<file path="src/rtl/spi_cmd_dec.sv">
// spi_cmd_dec: turns synchronized SPI frames into register-file / OWT bus accesses.
// Define SPI_ERR_CNT_EN to add the saturating error counter output o_err_cnt.
module spi_cmd_dec #(
    parameter int                REG_AW        = 7,
    parameter int                REG_DW        = 8,
    parameter logic [REG_AW-1:0] OWT_ADDR_BASE = 7'h60,
    parameter int                MIX_ACC_GAP   = 100,
    parameter int                RACK_TO       = 15
) (
    input  logic              i_clk,
    input  logic              i_rst_n,
    input  logic              i_frm_vld,
    input  logic [7:0]        i_frm_cmd,
    input  logic [REG_DW-1:0] i_frm_data,
    input  logic              i_frm_crc_err,
    output logic              o_spi_reg_wen,
    output logic              o_spi_reg_ren,
    output logic [REG_AW-1:0] o_spi_reg_addr,
    output logic [REG_DW-1:0] o_spi_reg_wdata,
    input  logic              i_reg_spi_rack,
    input  logic [REG_DW-1:0] i_reg_spi_rdata,
    output logic              o_spi_owt_wen,
    output logic              o_spi_owt_ren,
    output logic [REG_AW-1:0] o_spi_owt_addr,
    output logic [REG_DW-1:0] o_spi_owt_wdata,
    output logic [REG_DW-1:0] o_tx_data,
    output logic              o_tx_vld,
    output logic              o_spi_err,
`ifdef SPI_ERR_CNT_EN
    output logic [7:0]        o_err_cnt,
`endif
    input  logic              i_err_clr
);

    localparam int TO_W = (RACK_TO < 2) ? 1 : $clog2(RACK_TO);

    typedef enum logic [2:0] {
        IDLE,
        CHK,
        WR,
        OWT_RD,
        RD_REQ,
        RD_WAIT,
        ERR
    } state_t;

    typedef enum logic [1:0] {
        ACC_NONE,
        ACC_WR,
        ACC_RD
    } acc_t;

    state_t state_q;
    state_t state_d;

    logic [7:0]        cmd_q;
    logic [REG_DW-1:0] data_q;
    logic              crc_q;
    logic [15:0]       gap_q;
    acc_t              last_q;
    logic [TO_W-1:0]   to_q;

    logic [REG_AW-1:0] addr;
    logic              is_wr;
    logic              is_owt;
    acc_t              cur_acc;
    logic              gap_viol;
    logic              acc_start;
    logic              rack_hit;
    logic              to_hit;
    logic              frm_drop;
    logic              err_set;

    always_comb begin
        addr      = cmd_q[REG_AW-1:0];
        is_wr     = cmd_q[7];
        is_owt    = (addr >= OWT_ADDR_BASE);
        cur_acc   = is_wr ? ACC_WR : ACC_RD;
        gap_viol  = (last_q != ACC_NONE) && (last_q != cur_acc)
                    && (gap_q < 16'(MIX_ACC_GAP));
        acc_start = (state_q == CHK) && !crc_q && !gap_viol;
        rack_hit  = (state_q == RD_WAIT) && i_reg_spi_rack;
        // rack takes priority over a timeout expiring in the same cycle
        to_hit    = (state_q == RD_WAIT) && !i_reg_spi_rack
                    && (to_q == TO_W'(RACK_TO - 1));
        frm_drop  = i_frm_vld && (state_q != IDLE);
        err_set   = (state_q == ERR) || frm_drop;
    end

    always_ff @(posedge i_clk or negedge i_rst_n) begin
        if (!i_rst_n) begin
            state_q <= IDLE;
        end else begin
            state_q <= state_d;
        end
    end

    always_comb begin
        state_d       = state_q;
        o_spi_reg_wen = 1'b0;
        o_spi_reg_ren = 1'b0;
        o_spi_owt_wen = 1'b0;
        o_spi_owt_ren = 1'b0;
        unique case (state_q)
            IDLE: begin
                if (i_frm_vld) begin
                    state_d = CHK;
                end
            end
            CHK: begin
                if (crc_q || gap_viol) begin
                    state_d = ERR;
                end else if (is_wr) begin
                    state_d = WR;
                end else if (is_owt) begin
                    state_d = OWT_RD;
                end else begin
                    state_d = RD_REQ;
                end
            end
            WR: begin
                o_spi_owt_wen = is_owt;
                o_spi_reg_wen = !is_owt;
                state_d       = IDLE;
            end
            OWT_RD: begin
                o_spi_owt_ren = 1'b1;
                state_d       = IDLE;
            end
            RD_REQ: begin
                o_spi_reg_ren = 1'b1;
                state_d       = RD_WAIT;
            end
            RD_WAIT: begin
                o_spi_reg_ren = 1'b1;
                if (rack_hit) begin
                    state_d = IDLE;
                end else if (to_hit) begin
                    state_d = ERR;
                end
            end
            ERR: begin
                state_d = IDLE;
            end
            default: begin
                state_d = IDLE;
            end
        endcase
    end

    always_ff @(posedge i_clk or negedge i_rst_n) begin
        if (!i_rst_n) begin
            cmd_q           <= '0;
            data_q          <= '0;
            crc_q           <= 1'b0;
            gap_q           <= '1;
            last_q          <= ACC_NONE;
            to_q            <= '0;
            o_spi_reg_addr  <= '0;
            o_spi_reg_wdata <= '0;
            o_spi_owt_addr  <= '0;
            o_spi_owt_wdata <= '0;
            o_tx_data       <= '0;
            o_tx_vld        <= 1'b0;
        end else begin
            o_tx_vld <= 1'b0;

            if ((state_q == IDLE) && i_frm_vld) begin
                cmd_q  <= i_frm_cmd;
                data_q <= i_frm_data;
                crc_q  <= i_frm_crc_err;
            end

            // gap is measured from the start of the last accepted access
            if (acc_start) begin
                gap_q  <= '0;
                last_q <= cur_acc;
            end else if (gap_q != '1) begin
                gap_q <= gap_q + 16'd1;
            end

            if (acc_start) begin
                if (is_owt) begin
                    o_spi_owt_addr <= addr;
                    if (is_wr) begin
                        o_spi_owt_wdata <= data_q;
                    end
                end else begin
                    o_spi_reg_addr <= addr;
                    if (is_wr) begin
                        o_spi_reg_wdata <= data_q;
                    end
                end
            end

            if (state_q == RD_REQ) begin
                to_q <= TO_W'(1);
            end else if (state_q == RD_WAIT) begin
                to_q <= to_q + TO_W'(1);
            end

            if (rack_hit) begin
                o_tx_data <= i_reg_spi_rdata;
                o_tx_vld  <= 1'b1;
            end else if (to_hit) begin
                o_tx_data <= '1;
                o_tx_vld  <= 1'b1;
            end else if (state_q == OWT_RD) begin
                o_tx_data <= '0;
                o_tx_vld  <= 1'b1;
            end
        end
    end

    always_ff @(posedge i_clk or negedge i_rst_n) begin
        if (!i_rst_n) begin
            o_spi_err <= 1'b0;
        end else if (err_set) begin
            o_spi_err <= 1'b1;
        end else if (i_err_clr) begin
            o_spi_err <= 1'b0;
        end
    end

`ifdef SPI_ERR_CNT_EN
    logic [1:0] err_evt;
    logic [8:0] cnt_sum;

    // a dropped frame can coincide with an ERR cycle: two events at once
    always_comb begin
        err_evt = {1'b0, state_q == ERR} + {1'b0, frm_drop};
        cnt_sum = (i_err_clr ? 9'd0 : {1'b0, o_err_cnt}) + {7'd0, err_evt};
    end

    always_ff @(posedge i_clk or negedge i_rst_n) begin
        if (!i_rst_n) begin
            o_err_cnt <= '0;
        end else if (i_err_clr || (err_evt != 2'd0)) begin
            o_err_cnt <= cnt_sum[8] ? 8'hFF : cnt_sum[7:0];
        end
    end
`endif

endmodule

</file>
<file path="config.mk">
export PLATFORM = sky130hd
export DESIGN_NAME = spi_cmd_dec
export DESIGN_NICKNAME = d
export VERILOG_FILES = /design/src/rtl/spi_cmd_dec.sv
export SDC_FILE = /design/constraint.sdc
export NUM_CORES = 1
export LEC_CHECK = 0
export ABC_AREA = 0
export CAP_MARGIN = 20
export CORE_MARGIN = 3
export CORE_UTILIZATION = 48
export CTS_BUF_LIST = sky130_fd_sc_hd__clkbuf_4 sky130_fd_sc_hd__clkbuf_8
export DETAILED_ROUTE_END_ITERATION = 8
export GPL_TIMING_DRIVEN = 0
export MAX_ROUTING_LAYER = met4
export PLACE_DENSITY = 0.82
export SETUP_SLACK_MARGIN = 0.4
export SLEW_MARGIN = 30
export SYNTH_ARGS = -nofsm -noshare
export SYNTH_HDL_FRONTEND = slang
export SYNTH_SLANG_ARGS = --single-unit
</file>
<file path="constraint.sdc">
create_clock -name i_clk -period 2.15 [get_ports i_clk]
set_input_delay 0.43 -clock i_clk [delete_from_list [all_inputs] [get_ports i_clk]]
set_output_delay 0.43 -clock i_clk [all_outputs]
set_load 0.05 [all_outputs]
</file>
=== Yosys cells after proc, flatten, opt, wreduce, memory -nomap -nowiden ===
Index checks and enable logic that the tools add are counted.

* Word-level logic and storage cells: 81
* Input port bits: 30
* Register bits: 82
* Output and inout bits: 44

* Eq/ne operators: 11
* Add/subtract/negate cells: 2
* Muxes and demuxes: 23
* Bitwise operators: 1
* $lt $le $gt $ge: 2
* Reduce and logical (&&, ||, !) cells: 28

{| class="wikitable"
|+ Operators by type and width
! cell !! count
|-
| $mux 16 || 2
|-
| $mux 8 || 3
|-
| $mux 3 || 6
|-
| $add 16x1->16 const B || 1
|-
| $lt 16x7->1 const B || 1
|-
| $ne 16x16->1 const B || 1
|-
| $pmux 3 s4 || 1
|-
| $eq 3x3->1 const B || 3
|-
| $logic_and 1x1->1 || 9
|-
| $mux 1 || 8
|-
| $mux 4 || 2
|-
| $reduce_bool 2->1 || 4
|-
| $ge 7x7->1 const B || 1
|-
| $eq 3x2->1 const B || 2
|-
| $reduce_and 2->1 || 3
|-
| $reduce_and 3->1 || 2
|-
| $reduce_bool 3->1 || 2
|-
| $add 4x1->4 const B || 1
|-
| $eq 4x4->1 const B || 1
|-
| $logic_not 1->1 || 4
|-
| $eq 3x1->1 const B || 1
|-
| $logic_not 3->1 || 1
|-
| $ne 3x3->1 const B || 1
|-
| $logic_or 1x1->1 || 2
|-
| 5 further kinds || 5
|}

=== Longest topological paths before layout ===
Gate-level depths: netlist (run 1).

* Depth in word-level cells: 7
* Mapped depth: 9
* Gate-level depth less buffers: 6

=== Least setup slack after synthesis (run 1) ===
OpenSTA, ideal clock, no wires.

* Path kind: reg2reg
* From: register state_q[1]
* To: register o_tx_data[0]
* Clock period less this slack: 2.025 ns
* Setup time: 0.146 ns
* Path buffers: 3
* Data required time: 2.004 ns
* Stages on the path, launching flop included: 9
* Data arrival time: 1.879 ns
* Setup slack: 0.125 ns
* Cell sequence: dfrtp_1 > clkbuf_1 > nand2b_1 > clkbuf_1 > inv_2 > nand2_1 > nor2_1 > clkbuf_1 > o211ai_1

* Word-level cells in the longest chain between the ends: 5
* Elaborated cells between the ends (all ways): 8
* Those cells by class: 2 x eq/ne; 2 x mux; 4 x reduce/logical

{| class="wikitable"
|+ Ends and longest elaborated chain
! what !! RTL line !! RTL
|-
| start, declared || 53 || <nowiki>state_t state_q;</nowiki>
|-
| start signal, assigned || 94 || <nowiki>state_q <= state_d;</nowiki>
|-
| $eq 3x3->1 || 82, 84 ||
|-
| $logic_and 1x1->1 || 84 || <nowiki>to_hit = (state_q == RD_WAIT) && !i_reg_spi_rack</nowiki>
|-
| $logic_and 1x1->1 || 85 || <nowiki>&& (to_q == TO_W'(RACK_TO - 1));</nowiki>
|-
| $mux 8 || 205 || <nowiki>end else if (to_hit) begin</nowiki>
|-
| $mux 8 || 202 || <nowiki>if (rack_hit) begin</nowiki>
|-
| end signal, assigned || 203 || <nowiki>o_tx_data <= i_reg_spi_rdata;</nowiki>
|-
| end, declared || 26 || <nowiki>output logic [REG_DW-1:0] o_tx_data,</nowiki>
|}

Parallel ways exist; a longest one is shown, timed or not.
A chain may end at the register's enable or synchronous reset.

=== Worst setup path after layout (run 1) ===
* From: register gap_q[15]
* To: register o_spi_owt_wdata[5]

* Word-level cells in the longest chain between the ends: 5

{| class="wikitable"
|+ Ends and longest elaborated chain
! what !! RTL line !! RTL
|-
| start, declared || 59 || <nowiki>logic [15:0] gap_q;</nowiki>
|-
| start signal, assigned || 179 || <nowiki>gap_q <= gap_q + 16'd1;</nowiki>
|-
| $lt 16x7->1 || 80 || <nowiki>&& (gap_q < 16'(MIX_ACC_GAP));</nowiki>
|-
| $logic_and 1x1->1 || 80 ||
|-
| $logic_not 1->1 || 81 || <nowiki>acc_start = (state_q == CHK) && !crc_q && !gap_viol;</nowiki>
|-
| $logic_and 1x1->1 || 81 ||
|-
| $reduce_and 3->1 (no line) || - ||
|-
| end signal, assigned || 186 || <nowiki>o_spi_owt_wdata <= data_q;</nowiki>
|-
| end, declared || 25 || <nowiki>output logic [REG_DW-1:0] o_spi_owt_wdata,</nowiki>
|}

Every way passes these cells.

==> impl_metrics.toml, run 1 <==
[worst_setup_path]
cp-start-kind = "flip-flop"
critPathKind = "reg2reg"
max_stage_delay_ps = 540
path_buf_inv = 1
rrSetupSlack_ps = 120
required_ps = 2390
crit_slowest_cell = "or4_4"
crit_family = "simple AND/OR/NAND/NOR gates"
end_kind = "flip-flop"
cp.arrival_ps = 2270
cp_max_fo = 8
path_cells = "or4_4, nor4_4, a21oi_4, and3_4, buf_12, mux2_4"

[min_path]
hold_path.class = "reg2reg"

[timing]
rsz0062_at_grt = "true"
final_max_slew_viol_count = 0
fin_skew_ps = 11.9
min_period_over_period_pct = 94.5
min_period_ps = 2030
fmax_ghz = 0.492
tns_ps = 0
tightest_slew_ps = 519
setup_viol = 0
max_slew_margin_pct = 65.5
finalHoldViolCount = 0

[layout]
diodes = 0
area_delta_synth_final_pct = 40.1
final_nets = 438
fin_area_mm2 = 0.00506
final.fill_count = 526
drive_gt1_share_pct = 36.6

[synthesis]
netlist_area_mm2 = 0.00361
synth_ff_type = "dfrtp_1"
synth_edf_count = 0
yosysWarnings = 0
yosysUniqueCellTypes = 49
ys_seq_area_share_pct = 57.3
ys_ff_latch = 82
synth_area_leaders = "dfrtp_1, dfstp_2, mux2_2"
avgSynthCellArea_um2 = 11.9
synth.largest_area_cell = "dfrtp_1"
synth_top_cell_area_share_pct = 45.7
async_reset_ff_share_pct = 100
syn_nets = 337
synthCells = 304

[clock_network]
clk_latency_ps = 350
h-tree-depth = 3
clk_path_buf_depth = 2
cts_made_buffers = 9
cts_num_sinks = 82
cts_tree = "yes"
clockRootBuffer = "clkbuf_8"
clk_pin_slew_ps = 80

[detailed_routing]
first_iter_violations = 182
avgRoutedWirePerCell_um = 17.2
dr.pass1.iters = 4
vias_per_cell = 5.40
drtAntennaViolNets = 0
vias = 2748
drc = 0
totalWireLength_um = 8770

[pwr]
p_comb_share_pct = 49.8
irDropWorstVdd_v = 0.000892
switching_power_mw = 3.13
power.share.clock_pct = 14.2
p_sw_share_pct = 43.6
pwr-share-seq_pct = 36.0
p_int_mw = 4.05
p_leak_nw = 2.35
p_per_area_mw_per_mm2 = 1420

[run_status]
run_status = "complete, no violations"

[run]
max_cap_viol_count = 0

[grt]
grt_pass1_vias = 2872
grt_overflow = 0
grt_max_degree = 51
gr-usage-all-layers_pct = 21.2
grt_util_met3_pct = 4.39
grt.busiest_layer = "met2"
globalRouteMet2Util_pct = 33.2
antenna_found_initial = 0
grt_pass1_wl_um = 14000
grtUsageMet1_pct = 27.1

[placement]
placed_area_mm2 = 0.00455
hpwl_um = 5350
gp_congestion = 0.813
port_buffers = 73

[die]
fp.dieW_um = 92.8
start_util_pct = 49.6
die_area_mm2 = 0.00861
coreArea_mm2 = 0.00729
die_h_um = 92.8
std_cell_rows = 31
ios = 74
==> path summary, 6_finish.rpt <==
path,start,to,cells after the start
hold / removal,o_spi_owt_addr[6],o_spi_owt_addr[6],1
setup / recovery,gap_q[15],o_spi_owt_wdata[5],6
setup reg to reg,gap_q[15],o_spi_owt_wdata[5],6
hold reg to reg,o_spi_owt_addr[6],o_spi_owt_addr[6],1
min in group asynchronous,i_rst_n,o_tx_data[3],2
max in group asynchronous,i_rst_n,gap_q[2],3
==> cell type report <==
type | count | area (um2) | share of cell area, %
buffer | 12 | 140 | 2.77
clock buffer | 12 | 146 | 2.89
clock inverter | 4 | 28.8 | 0.568
inverter | 6 | 27.5 | 0.543
multi-input combinational | 204 | 1680 | 33.1
sequential | 82 | 2070 | 40.9
tap | 99 | 124 | 2.45
timing repair buffer | 90 | 851 | 16.8
==> cell usage after synthesis, drive strengths merged (3+ instances only) <==
cell,n
dfrtp,66
mux2,44
nand2,37
nor2,27
dfstp,16
clkbuf,9
a21oi,8
nand3,8
nor3,8
o211ai,8
inv,6
xor2,6
and3,5
nand2b,4
o21ai,4
a31oi,3
and4,3
buf,3
ha,3
mux2i,3
nand4,3
nor2b,3
==> layer usage <==
metal  share of wire [%]  up-vias
li1                    -     1274
met1                  42     1361
met2                  51       90
met3                 4.3       23
met4                 2.9        0
met5                   0        -
==> flip-flops by register name, summed over array words and instances, names as in the netlist <==
register         flops
o_spi_reg_wdata      8
o_tx_data            8
o_spi_owt_wdata      8
o_spi_err            1
o_spi_reg_addr       7
o_tx_vld             1
cmd_q                8
last_q               2
to_q                 4
data_q               8
state_q              3
gap_q               16
crc_q                1
o_spi_owt_addr       7
==> worst reg2reg max path: cells and delay by family (launching register included) <==
kind | cells | cell delay, ps
compound gates | 1 | 140
simple gates | 3 | 960
flops | 1 | 380
mux | 1 | 300
buf+inv | 1 | 140
==> power groups by stage <==
| stage | Sequential (mW) | Clock, mW | Combinational, mW |
|---|---|---|---|
| 2_1_floorplan | 3.52 | 0 | 1.29 |
| 3_5_place_dp | 2.58 | 0 | 3.28 |
| 6_report | 2.59 | 1.02 | 3.58 |
| 5_1_grt | 2.67 | 1.12 | 3.81 |
| 4_1_cts | 2.56 | 1.03 | 3.31 |
| 3_3_place_gp | 2.55 | 0 | 3.20 |
==> layout by cell type (no fill, tap or decap), types with 4 or more instances in the layout <==
master,n
clkbuf_8,9
xor2_1,5
mux2_2,30
buf_4,15
clkdlybuf4s50_1,28
inv_1,5
and3_1,4
o211ai_1,8
a21oi_1,4
buf_8,7
mux2_4,14
nor3_2,5
o21ai_0,4
buf_6,6
nand3_1,6
dfrtp_1,66
dfstp_2,16
nand2_1,35
nor2_2,9
dlygate4sd2_1,38
nor2_1,15
==> kinds of logic after synthesis <==
logic type               synth area share (%)
AND/OR/NAND/NOR                          15.5
flip-flops                               57.3
multiplexers                             15.4
AO/OA/AOI/OAI                            6.89
buffers and inverters                    2.15
XOR/XNOR                                 1.70
adder cells (fa/ha/maj)                  1.04
==> stage by stage <==
step | util [%] | hold slack [ps] | power [mW] | instances | worst slack [ps]
after global placement | 62.0 | 452 | 5.75 | 476 | -2120
after detailed placement | 62.4 | 337 | 5.86 | 477 | -304
final | 69.5 | 473 | 7.18 | 509 | 119
after global routing | 69.5 | 493 | 7.60 | 509 | 86.4
after CTS | 66.8 | 473 | 6.90 | 502 | 31.8
after floorplan | - | 134 | 4.81 | 304 | 178
==> timing repair <==
| action | 4_1_cts | 5_1_grt |
|---|---|---|
| endpoints found under the hold margin | 32 | 0 |
| pin swaps | 6 | 7 |
| buffers inserted | 8 | 7 |
| resized for setup | 97 | 46 |
| setup endpoints to repair | 120 | 64 |
| hold buffers | 1 | 0 |
Note: power is estimated with default switching activity, not from simulation.
==> run 2, diff against run 1 <==
- CAP_MARGIN: 20 -> unset
==> results of run 2 <==
Same layout as run 1: the final DEF is identical, and so are final timing and power.
==> run 3, diff against run 2 <==
- CORE_UTILIZATION: 48 -> 59
- DONT_BUFFER_PORTS: unset -> 1
- SETUP_SLACK_MARGIN: 0.4 -> 0.02
- SKIP_CTS_REPAIR_TIMING: unset -> 1
==> run 3 against run 2 <==
Effect of this change:
- the run now ends with hold timing left
- worst hold slack worse by 720 ps
- via count down 11%
- clock-buffer cell count unchanged
- core utilization up 1.6 points
- final area down 20%
- wire length fell by 13%
- sequential share of layout area is 10 points higher
- fmax fell by 4.9%
- register-to-register slack worse by 110 ps
- combinational power is 56% lower
- clock power rose by 12%
==> impl_metrics.toml, run 3 (synthesis results as in run 1) <==
[run_status]
run_status = "complete, but fails checks"
violations = "hold timing"

[placement]
hpwl_um = 4930
placed_area_mm2 = 0.00371
dp_slack_ps = -284
port_buffers = 0
gp_congestion = 0.850

[grt]
grt_overflow = 0
antenna_found_initial = 0
grt_pass1_wl_um = 12100
grt_pass1_vias = 2420
grt_max_degree = 83
gr-usage-all-layers_pct = 22.2

[worst_setup_path]
cp-start-kind = "flip-flop"
startpoint = "cmd_q[7]"
reg2reg_from = "cmd_q[7]"
cp_max_fo = 9
end_kind = "flip-flop"
critPathKind = "reg2reg"
r2r_end = "o_spi_owt_wdata[7]"
rrSetupSlack_ps = 10
worst_r2r_path_depth = 7
required_ps = 2390
cp.arrival_ps = 2370

[timing]
tightest_slew_ps = 618
setup_ws_ps = 13.9
fmax_ghz = 0.468
finalHoldViolCount = 82
max_slew_margin_pct = 58.4
setup_viol = 0
fin_skew_ps = 17.1
rsz0062_at_grt = "true"
min_period_ps = 2140
min_period_over_period_pct = 99.4
final_max_slew_viol_count = 0
whs_ps = -242

[clock_network]
clk_pin_slew_ps = 90
cts_num_sinks = 82
clk_latency_ps = 350
clk_path_buf_depth = 2
clockRootBuffer = "clkbuf_8"
cts_made_buffers = 9
h-tree-depth = 3
cts_tree = "yes"

[detailed_routing]
dr.pass1.iters = 4
totalWireLength_um = 7620
avgRoutedWirePerCell_um = 19.1
drc = 0
vias = 2440
vias_per_cell = 6.12
first_iter_violations = 225
drtAntennaViolNets = 0

[die]
ios = 74
die_h_um = 84.3
die_area_mm2 = 0.00710
std_cell_rows = 27
coreArea_mm2 = 0.00571
start_util_pct = 63.3
fp.dieW_um = 84.3

[pwr]
p_sw_share_pct = 44.8
p_comb_share_pct = 24.3
p_per_area_mw_per_mm2 = 1580
power.share.clock_pct = 17.8
p_int_mw = 3.54
irDropWorstVdd_v = 0.00104
switching_power_mw = 2.88
p_leak_nw = 1.81
pwr-share-seq_pct = 57.9

[layout]
area_delta_synth_final_pct = 12.2
largest_reg_flops = 16
final_nets = 355
layout_commonest_cell = "dfrtp_1"
drive_gt1_share_pct = 33.6
mostFrequentLayoutCells = "dfrtp_1, nand2_1, mux2_2, nor2_1, dfstp_2"
fin_area_mm2 = 0.00406
largest_register = "gap_q"
diodes = 0

[min_path]
hold_path.class = "in2async"

[run]
max_cap_viol_count = 0
==> run 3: cell types whose count changed in the layout (fill, tap and decap cells not counted), sizes merged <==
| cell | before | now |
|---|---|---|
| buf | 32 | 14 |
| bufinv | 0 | 1 |
| clkbuf | 13 | 17 |
| clkdlybuf4s15 | 2 | 0 |
| clkdlybuf4s50 | 28 | 0 |
| clkinv | 1 | 2 |
| dlygate4sd2 | 38 | 0 |
| dlygate4sd3 | 1 | 0 |
| inv | 7 | 5 |
==> run 3: worst max path at each step <==
stage	to	slack, ps	cells past startpoint
detailed placement	o_tx_data[1]	-280	8
global route	o_spi_owt_wdata[7]	-60	7
global placement	cmd_q[2]	-250	4
CTS	o_tx_data[1]	-310	8
finish	o_spi_owt_wdata[7]	10	7
floorplan	o_tx_data[0]	130	8
==> run 3: layer usage <==
metal  global-route usage, %  share of wire (%)
met1                    27.6                 43
met2                    34.7                 48
met3                    6.18                6.3
met4                    8.77                2.4
met5                       -                  0
==> run 3: final cells by class <==
cell class | instances | area [um2]
well taps | 72 | 90.1
fillers | 373 | 1650
inverters | 6 | 28.8
plain buffers | 8 | 46.3
repair buffers | 11 | 82.6
flip-flops and latches | 82 | 2070
clock buffers | 12 | 153
clock inverters | 4 | 51.3
multi-input cells | 204 | 1530
==> run 3: critical path: stages (launching register included) <==
cell and delay [ps]:
dfrtp_1 360, buf_2 170, mux2i_1 140, nor4_1 480
a21oi_4 190, and3_4 230, buf_6 150, mux2_4 300
==> run 3: power by group through the flow <==
stage	registers (mW)	logic, mW	clock network [mW]
2_1_floorplan	3.52	1.23	0
3_3_place_gp	3.64	1.38	0
3_5_place_dp	3.68	1.47	0
4_1_cts	3.66	1.49	1.14
5_1_grt	3.80	1.73	1.22
6_report	3.72	1.56	1.14
==> run 3: stage by stage <==
stage | TNS [ps] | total power, mW | utilization [%] | instances
floorplan | 0 | 4.75 | - | 304
global placement | -4340 | 5.02 | 64.9 | 376
detailed placement | -3180 | 5.15 | 65.0 | 376
CTS | -4520 | 6.29 | 68.6 | 392
global route | -600 | 6.75 | 71.0 | 399
finish | 0 | 6.42 | 71.0 | 399
